==> src/rtl/systolic_pkg.sv <==
// Shared configuration and types for the systolic array front end.
// Sets the array geometry, the activation element format and the feeder input buffer depth.
// Also holds the vector, per-row valid and feeder state types used across the slice.
package systolic_pkg;

  localparam int SYSTOLIC_ARRAY_ROWS = 8;   // rows fed, one element per row
  localparam int FIXED_POINT_WIDTH   = 16;  // Q8.8 two's complement, never modified here
  localparam int FIFO_DEPTH          = 4;   // input buffer depth in vectors, power of two >= 2
  localparam int FIFO_PTR_W          = $clog2(FIFO_DEPTH);
  // One spare bit so a single-row array still gets a legal counter width.
  localparam int DRAIN_CNT_W         = $clog2(SYSTOLIC_ARRAY_ROWS) + 1;

  typedef logic [SYSTOLIC_ARRAY_ROWS-1:0][FIXED_POINT_WIDTH-1:0] activation_vector_t;
  typedef logic [SYSTOLIC_ARRAY_ROWS-1:0]                        row_valid_t;

  typedef enum logic [1:0] {
    IDLE   = 2'd0,
    STREAM = 2'd1,
    DRAIN  = 2'd2
  } feeder_state_t;

endpackage

==> src/rtl/sync_fifo.sv <==
// Generic single-clock FIFO; head entry is always visible on head_dat_o (show-ahead).
// Latency: an entry pushed at edge E is visible at the head after E, poppable at E+1.
// Backpressure: full_o/empty_o come from the registered count; push when full / pop when empty are ignored.
// Ports: clk_i, rst_n_i (async active-low), push_i + push_dat_i, pop_i, head_dat_o, full_o, empty_o.
module sync_fifo #(
  parameter int WIDTH = 8,
  parameter int DEPTH = 4,
  parameter int PTR_W = $clog2(DEPTH)
) (
  input  logic             clk_i,
  input  logic             rst_n_i,
  input  logic             push_i,
  input  logic [WIDTH-1:0] push_dat_i,
  input  logic             pop_i,
  output logic [WIDTH-1:0] head_dat_o,
  output logic             full_o,
  output logic             empty_o
);

  logic [WIDTH-1:0] mem_q [DEPTH];
  logic [PTR_W-1:0] wr_ptr_q, rd_ptr_q;
  logic [PTR_W:0]   count_q;
  logic             do_push, do_pop;

  assign full_o     = (count_q == (PTR_W+1)'(DEPTH));
  assign empty_o    = (count_q == '0);
  assign do_push    = push_i && !full_o;
  assign do_pop     = pop_i && !empty_o;
  assign head_dat_o = mem_q[rd_ptr_q];

  // Storage needs no reset: nothing reads an entry before it has been written.
  always_ff @(posedge clk_i) begin
    if (do_push) mem_q[wr_ptr_q] <= push_dat_i;
  end

  // DEPTH is a power of two, so the pointers wrap by plain overflow.
  always_ff @(posedge clk_i or negedge rst_n_i) begin
    if (!rst_n_i) begin
      wr_ptr_q <= '0;
      rd_ptr_q <= '0;
      count_q  <= '0;
    end else begin
      if (do_push) wr_ptr_q <= wr_ptr_q + PTR_W'(1);
      if (do_pop)  rd_ptr_q <= rd_ptr_q + PTR_W'(1);
      unique case ({do_push, do_pop})
        2'b10:   count_q <= count_q + (PTR_W+1)'(1);
        2'b01:   count_q <= count_q - (PTR_W+1)'(1);
        default: count_q <= count_q;
      endcase
    end
  end

endmodule

==> src/rtl/activation_skew_feeder.sv <==
// Buffers activation vectors and issues them diagonally skewed (row r delayed r cycles) to systolic_array.
// Latency: vector accepted at edge E pops at E+1 at the earliest; row r shows it r cycles after the pop.
// Backpressure: vector_ready_out = !fifo_full; stall_in freezes pops, skew chain and drain count.
// Ports: clk_in/rst_n_in, vector_{valid,ready,last}/vector_in upstream, stall_in,
//        activations_out/activations_valid_out to the array, busy_out, done_out (one-cycle end-of-drain pulse).
module activation_skew_feeder
  import systolic_pkg::*;
(
  input  logic               clk_in,
  input  logic               rst_n_in,
  input  logic               vector_valid_in,
  output logic               vector_ready_out,
  input  activation_vector_t vector_in,
  input  logic               vector_last_in,
  input  logic               stall_in,
  output activation_vector_t activations_out,
  output row_valid_t         activations_valid_out,
  output logic               busy_out,
  output logic               done_out
);

  localparam int ROWS   = SYSTOLIC_ARRAY_ROWS;
  localparam int FIFO_W = 1 + ROWS * FIXED_POINT_WIDTH;
  localparam logic [DRAIN_CNT_W-1:0] LAST_CNT = DRAIN_CNT_W'(ROWS - 1);

  feeder_state_t            state_q, state_d;
  logic [DRAIN_CNT_W-1:0]   drain_cnt_q, drain_cnt_d;
  activation_vector_t       stage_dat_q [ROWS];
  logic [ROWS-1:0]          stage_vld_q;

  logic                     fifo_full, fifo_empty;
  logic                     push, pop;
  logic [FIFO_W-1:0]        head_dat;
  logic                     head_last;
  activation_vector_t       head_vec;

  assign vector_ready_out    = !fifo_full;
  assign push                = vector_valid_in && !fifo_full;
  assign pop                 = (state_q == STREAM) && !stall_in && !fifo_empty;
  assign {head_last, head_vec} = head_dat;
  assign busy_out            = (state_q != IDLE);

  sync_fifo #(
    .WIDTH (FIFO_W),
    .DEPTH (FIFO_DEPTH),
    .PTR_W (FIFO_PTR_W)
  ) u_fifo (
    .clk_i      (clk_in),
    .rst_n_i    (rst_n_in),
    .push_i     (push),
    .push_dat_i ({vector_last_in, vector_in}),
    .pop_i      (pop),
    .head_dat_o (head_dat),
    .full_o     (fifo_full),
    .empty_o    (fifo_empty)
  );

  always_comb begin
    state_d     = state_q;
    drain_cnt_d = drain_cnt_q;
    done_out    = 1'b0;
    unique case (state_q)
      // Leave IDLE on the edge the FIFO becomes non-empty, so the first pop
      // lands one edge after acceptance.
      IDLE: if (!fifo_empty || push) state_d = STREAM;
      STREAM: begin
        if (pop && head_last) begin
          state_d     = DRAIN;
          drain_cnt_d = '0;
        end
      end
      // The last vector reaches the bottom row when the counter hits ROWS-1;
      // a stall in that cycle defers both the pulse and the exit.
      DRAIN: begin
        if (!stall_in) begin
          if (drain_cnt_q == LAST_CNT) begin
            done_out    = 1'b1;
            state_d     = IDLE;
            drain_cnt_d = '0;
          end else begin
            drain_cnt_d = drain_cnt_q + DRAIN_CNT_W'(1);
          end
        end
      end
      default: state_d = IDLE;
    endcase
  end

  always_ff @(posedge clk_in or negedge rst_n_in) begin
    if (!rst_n_in) begin
      state_q     <= IDLE;
      drain_cnt_q <= '0;
    end else begin
      state_q     <= state_d;
      drain_cnt_q <= drain_cnt_d;
    end
  end

  // Whole-vector shift chain: stage s holds what entered stage 0 s cycles ago,
  // and row r taps stage r. Bubbles (zeros, valid 0) enter whenever nothing
  // is popped, which also flushes the chain in DRAIN and IDLE.
  always_ff @(posedge clk_in or negedge rst_n_in) begin
    if (!rst_n_in) begin
      for (int s = 0; s < ROWS; s++) stage_dat_q[s] <= '0;
      stage_vld_q <= '0;
    end else if (!stall_in) begin
      stage_dat_q[0] <= pop ? head_vec : '0;
      stage_vld_q[0] <= pop;
      for (int s = 1; s < ROWS; s++) begin
        stage_dat_q[s] <= stage_dat_q[s-1];
        stage_vld_q[s] <= stage_vld_q[s-1];
      end
    end
  end

  always_comb begin
    activations_out       = '0;
    activations_valid_out = '0;
    for (int r = 0; r < ROWS; r++) begin
      activations_out[r]       = stage_dat_q[r][r];
      activations_valid_out[r] = stage_vld_q[r];
    end
  end

endmodule
==> config.mk <==
export PLATFORM = sky130hd
export DESIGN_NAME = activation_skew_feeder
export DESIGN_NICKNAME = d
export VERILOG_FILES = /design/src/rtl/systolic_pkg.sv /design/src/rtl/sync_fifo.sv /design/src/rtl/activation_skew_feeder.sv
export SDC_FILE = /design/constraint.sdc
export NUM_CORES = 1
export LEC_CHECK = 0
export ABC_AREA = 1
export CORE_MARGIN = 1
export CORE_UTILIZATION = 25
export CTS_CLUSTER_SIZE = 14
export DETAILED_ROUTE_END_ITERATION = 16
export SLEW_MARGIN = 20
export SYNTH_ARGS = -nofsm -noshare
export SYNTH_HDL_FRONTEND = slang
export SYNTH_SLANG_ARGS = --single-unit
==> constraint.sdc <==
create_clock -name clk_in -period 8 [get_ports clk_in]
set_input_delay 0.8 -clock clk_in [delete_from_list [all_inputs] [get_ports clk_in]]
set_output_delay 0.8 -clock clk_in [all_outputs]
set_load 0.02 [all_outputs]
; Word level (Yosys, flattened, before mapping)
; Memories as Yosys holds them, arrays and structs flattened.
; Cells that the tools add are included.
[word_totals]
memories = 1
ff_bits = 597
word_cells = 91
ram_bits = 516
[op_classes]
n_reduce_logical = 17
add_sub_neg = 5
mux = 16
n_eq_ne = 10
[mem_list]
columns = memory, words, width, rd, rd_ports_with_merged_regs, wr, line_no
row1 = u_fifo.mem_q, 4, 129, 1, 0, 1, sync_fifo.sv:20  ; logic [WIDTH-1:0] mem_q [DEPTH];
[ops]
columns = cell, n
row1 = 2-to-1 mux 128 bit, 1
row2 = 2-to-1 mux 4 bit, 3
row3 = 2-to-1 mux 2 bit, 4
row4 = one-hot mux 4 bit (2 select lines), 1
row5 = logical AND 1 bit, 6
row6 = inequality test 2 bit (second input constant), 3
row7 = one-hot mux 2 bit (3 select lines), 1
row8 = one-hot mux 3 bit (2 select lines), 1
row9 = nonzero test 2 bit, 3
row10 = 2-to-1 mux 1 bit, 5
row11 = adder 2 x 1 -> 2 bit (second input constant), 2
row12 = adder 4 x 1 -> 4 bit (second input constant), 1
row13 = equality test 2 x 1 -> 1 bit (second input constant), 2
row14 = equality test 2 bit (second input constant), 2
row15 = equality test 4 x 3 -> 1 bit (second input constant), 1
row16 = AND reduction 4 bit, 1
row17 = adder 3 x 1 -> 3 bit (second input constant), 1
row18 = equality test 3 bit (second input constant), 1
row19 = zero test 1 bit, 3
row20 = zero test 3 bit, 1
row21 = AND reduction 3 bit, 1
row22 = subtractor 3 x 1 -> 3 bit (second input constant), 1
row23 = zero test 2 bit, 1
row24 = inequality test 2 x 1 -> 1 bit (second input constant), 1
row25 = logical OR 1 bit, 1

; Depth between registers and ports, before layout
[depth]
ltp_word = 6
mapped_depth = 12
ltp_nobuf = 10

; Cells and area by module
; Synthesis repeated with hierarchy kept, for this count alone.
[unflattened]
hier_cells = 3957
area_unflattened_um2 = 44715.4
[modules_own_cells]
columns = mod, area_per_inst_um2, cells_each, instances
row1 = activation_skew_feeder, 23628.9, 2390, 1
row2 = sync_fifo, 21086.5, 1567, 1

; Least setup slack after synthesis
; No wires, ideal clock.
[synth_timing]
kind = input-to-reg
start = input vector_valid_in
end = memory u_fifo.mem_q[0][0] in the netlist's numbering, enable pin
slack_ns = 1.011
path_stages = 2
arrival_time_ns = 6.370
cell_sequence = nand2_1 -> nor2_1
[synth_between]
elab_chain_len = 4
[synth_rtl]
columns = element, line_no
row1 = "start, declared", activation_skew_feeder.sv:11  ; input logic vector_valid_in,
row2 = logical AND 1 bit, activation_skew_feeder.sv:38  ; assign push = vector_valid_in && !fifo_full;
row3 = logical AND 1 bit, sync_fifo.sv:27  ; assign do_push = push_i && !full_o;
row4 = 2-to-1 mux 1 bit, sync_fifo.sv:33  ; if (do_push) mem_q[wr_ptr_q] <= push_dat_i;
row5 = 2-to-1 mux 1 bit (implied by the code), sync_fifo.sv:33
row6 = "end, declared", sync_fifo.sv:20
; Every way passes these cells.

; Worst setup path after layout
[layout_timing]
start = register drain_cnt_q[0]
end = output done_out
[layout_between]
elab_chain_len = 4
[layout_rtl]
columns = element, line_no
row1 = "start, declared", activation_skew_feeder.sv:27  ; logic [DRAIN_CNT_W-1:0] drain_cnt_q, drain_cnt_d;
row2 = "start signal, assigned", activation_skew_feeder.sv:95  ; drain_cnt_q <= drain_cnt_d;
row3 = equality test 4 x 3 -> 1 bit, activation_skew_feeder.sv:76  ; if (drain_cnt_q == LAST_CNT) begin
row4 = 2-to-1 mux 1 bit, activation_skew_feeder.sv:76
row5 = 2-to-1 mux 1 bit, activation_skew_feeder.sv:75  ; if (!stall_in) begin
row6 = 2-to-1 mux 1 bit, activation_skew_feeder.sv:62  ; unique case (state_q)
row7 = "end, declared", activation_skew_feeder.sv:19  ; output logic done_out
; Every way passes these cells.

==> impl_metrics.yaml <==
cells_and_area:
  final-seq-area_sq_um: 30440
  layout.cells.non_filler: 6085
  finalCoreUtilization_pct: 30.01
  drive_above_1_share_pct: 6.071
  multi_input_area_sq_um: 8751
  syn2layout_area_growth_pct: 19.16
  design_area_sq_um: 50190
  nFillCells: 16895
  fin_nets: 3904
detailed_routing:
  drt_wl_total_microns: 97650
  routed-wl-met2_microns: 42650
  vias: 25344
  wl_met3_microns: 5946
  drtPass1Iterations: 5
  topRoutingLayerUsed: "met5"
  postRouteAntennaNets: 0
  drc: 0
  drt_iter0_markers: 1757
  drt-vias-per-instance: 4.165
  wl_per_cell_microns: 16.05
  wl_met1_microns: 46740
global_route:
  grt_max_degree: 220
  grt_pass1_vias: 24734
  grt_overflow: 0
  grt_pass1_wl_microns: 149900
  track_usage_pct: 11.43
  antenna_found_initial: 16
logic_synthesis:
  synth.most_common_cell: "nand2_1"
  syn_avg_cell_area_sq_um: 11.45
  ys_seq_elements: 1113
  synthesis.nets: 3819
  synth_top_family_by_area: "compound AO/OA/AOI/OAI gates"
  postSynthCellCount: 3679
  muxShareOfSynthArea_pct: 0
  synth-simple-area-share_pct: 9.201
  yosysSeqAreaShare_pct: 72.26
  synth-compound-area-share_pct: 11.16
  synth_cell_types: 26
  async_reset_ff_share_pct: 53.64
  synth_area_leaders: "edfxtp_1, dfrtp_1, o21ai_0"
  synth_edf_count: 516
  yosysTopAreaCell: "edfxtp_1"
  syn-cell-area_sq_um: 42120
  yosys.area_share.xor_xnor_pct: 0.1040
  ys.warnings.count: 0
  synth_top_area_share_pct: 36.79
  synth-main-ff-cell: "dfrtp_1"
  synthAdderAreaFrac_pct: 0.2258
  synth_commonest_cells: "nand2_1, o21ai_0, dfrtp_1, edfxtp_1, inv_1"
sta:
  fmax_mhz: 277.8
  fin_crit_ps: 3600
  setup_viol: 0
  rsz0062_at_grt: "no"
  hold_violations: 0
  drv_slew: 0
  clock_skew_ps: 52.78
  fin_tns_setup_ps: 0
  tightest_slew_ps: 1164
  timing.slew.headroom_pct: 22.39
  timing.final.crit_share_pct: 45.00
  hold_slack_ps: 450.0
worst_setup_path:
  rrSetupSlack_ps: 4620
  critPathArrivalTime_ps: 2800
  cp_max_fo: 4
  slowest_delay_ps: 720
  path_delay_family: "simple AND/OR/NAND/NOR gates"
  path_cells: "ha_1 > nand2_1 > or2_2 > nor3_1 > clkdlybuf4s50_1"
  slowest_stage: "clkdlybuf4s50_1"
  worstSetupPathType: "register to primary output"
  worst_setup_path_start_kind: "register"
  cp-end-kind: "primary output"
  critPathRequiredTime_ps: 7200
  cp_num_buf_inv: 1
floorplan:
  boundaryPins: 272
  core_area_sq_um: 167200
  die_x_microns: 412.4
  rows: 150
  start_util_pct: 25.19
  die_h_microns: 412.4
  dieArea_sq_um: 170100
cts:
  path_clk_slew_ps: 60
  clock_sinks: 1113
  cts-resized-gates: 0
  clock_path_buffers: 3
  h-tree-depth: 3
  clkLatencyLatePin_ps: 760
  clock-root-buffer: "clkbuf_16"
  numCtsBuffers: 120
  cts_tree: "done"
job:
  cap_violations: 0
place:
  hpwl_microns: 55330
  dp.cells: 5845
  gp_congestion: 0.7238
  place_area_sq_um: 46060
  port_buffers: 271
power_and_ir_drop:
  p_leak_nw: 19.44
  powerDensity_nw_per_um2: 361.6
  irDropWorstVdd_v: 0.0002282
worst_hold_path:
  hold_path.class: "register to register"
status:
  status: "completed"
tightest hold or removal path, cell delays in order (launching register included):
cell	delay (ps)
dfrtp_1	340
nand2_1	60
nand2_1	50
layer usage:
layer  GRT usage [%]  up-vias
met4           3.940       12
li1                -    12394
met1           15.99    12334
met3           2.868      148
met5               0        -
met2           17.09      456
report_power, final:
| part | switching, W | internal (W) |
|---|---|---|
| clock | 0.00236 | 0.00330 |
| combinational | 0.00287 | 0.00140 |
| sequential | 0.000601 | 0.00761 |
| total | 0.00583 | 0.0123 |
logic make-up (layout without fill, tap and decap cells):
family / after synthesis / in the layout
fa+ha+maj: 7 / 7
other cells: 0 / 10
flops: 1113 / 1113
simple gates: 1027 / 1027
compound gates: 907 / 907
xor+xnor: 5 / 5
buf+inv: 620 / 812
sequential cells by signal, indices dropped and copies added, names as in the netlist:
signal                 flops
u_fifo.wr_ptr_q            2
u_fifo.mem_q             516
activations_valid_out      8
state_q                    2
activations_out          128
drain_cnt_q                4
u_fifo.rd_ptr_q            2
stage_dat_q              448
u_fifo.count_q             3
what timing repair did:
action,in CTS,in global routing
endpoints found under the hold margin,37,0
hold buffers,1,0
buffers inserted,0,0
metrics by stage:
step	total power (W)	setup WS (ps)
3_5_place_dp	0.01269	3776
5_1_grt	0.01930	4150
2_1_floorplan	0.01129	1011
3_3_place_gp	0.01258	3851
6_report	0.01815	4400
4_1_cts	0.01847	4214
worst paths after layout:
path                                   start             endpoint  depth (start not counted)
setup / recovery              drain_cnt_q[0]             done_out                          5
max in group asynchronous           rst_n_in   activations_out[0]                          4
hold / removal              stage_dat_q[577]  activations_out[65]                          2
setup reg to reg           u_fifo.count_q[0]  u_fifo.mem_q[3][21]                          6
hold reg to reg             stage_dat_q[577]  activations_out[65]                          2
min in group asynchronous           rst_n_in     stage_dat_q[806]                          2
layout make-up:
type | count | area share (%)
repair buffers | 305 | 6.088
clock inverters | 73 | 1.621
inverters | 278 | 2.114
multi-input cells | 1946 | 17.44
flip-flops and latches | 1113 | 60.66
diodes | 10 | 0.04986
well taps | 2204 | 5.495
clock buffers | 156 | 6.537
layout by cell type (no fill, tap or decap), types with 22 or more instances in the layout:
master / n
inv_1: 275
clkdlybuf4s50_1: 269
nor2_1: 266
clkbuf_1: 24
nand2_1: 744
edfxtp_1: 516
o21ai_1: 90
dfrtp_1: 595
o21ai_0: 685
clkbuf_16: 122
o22ai_1: 128
clkinv_2: 22
buf_4: 27
No activity file was read; power rests on OpenSTA's default activity.
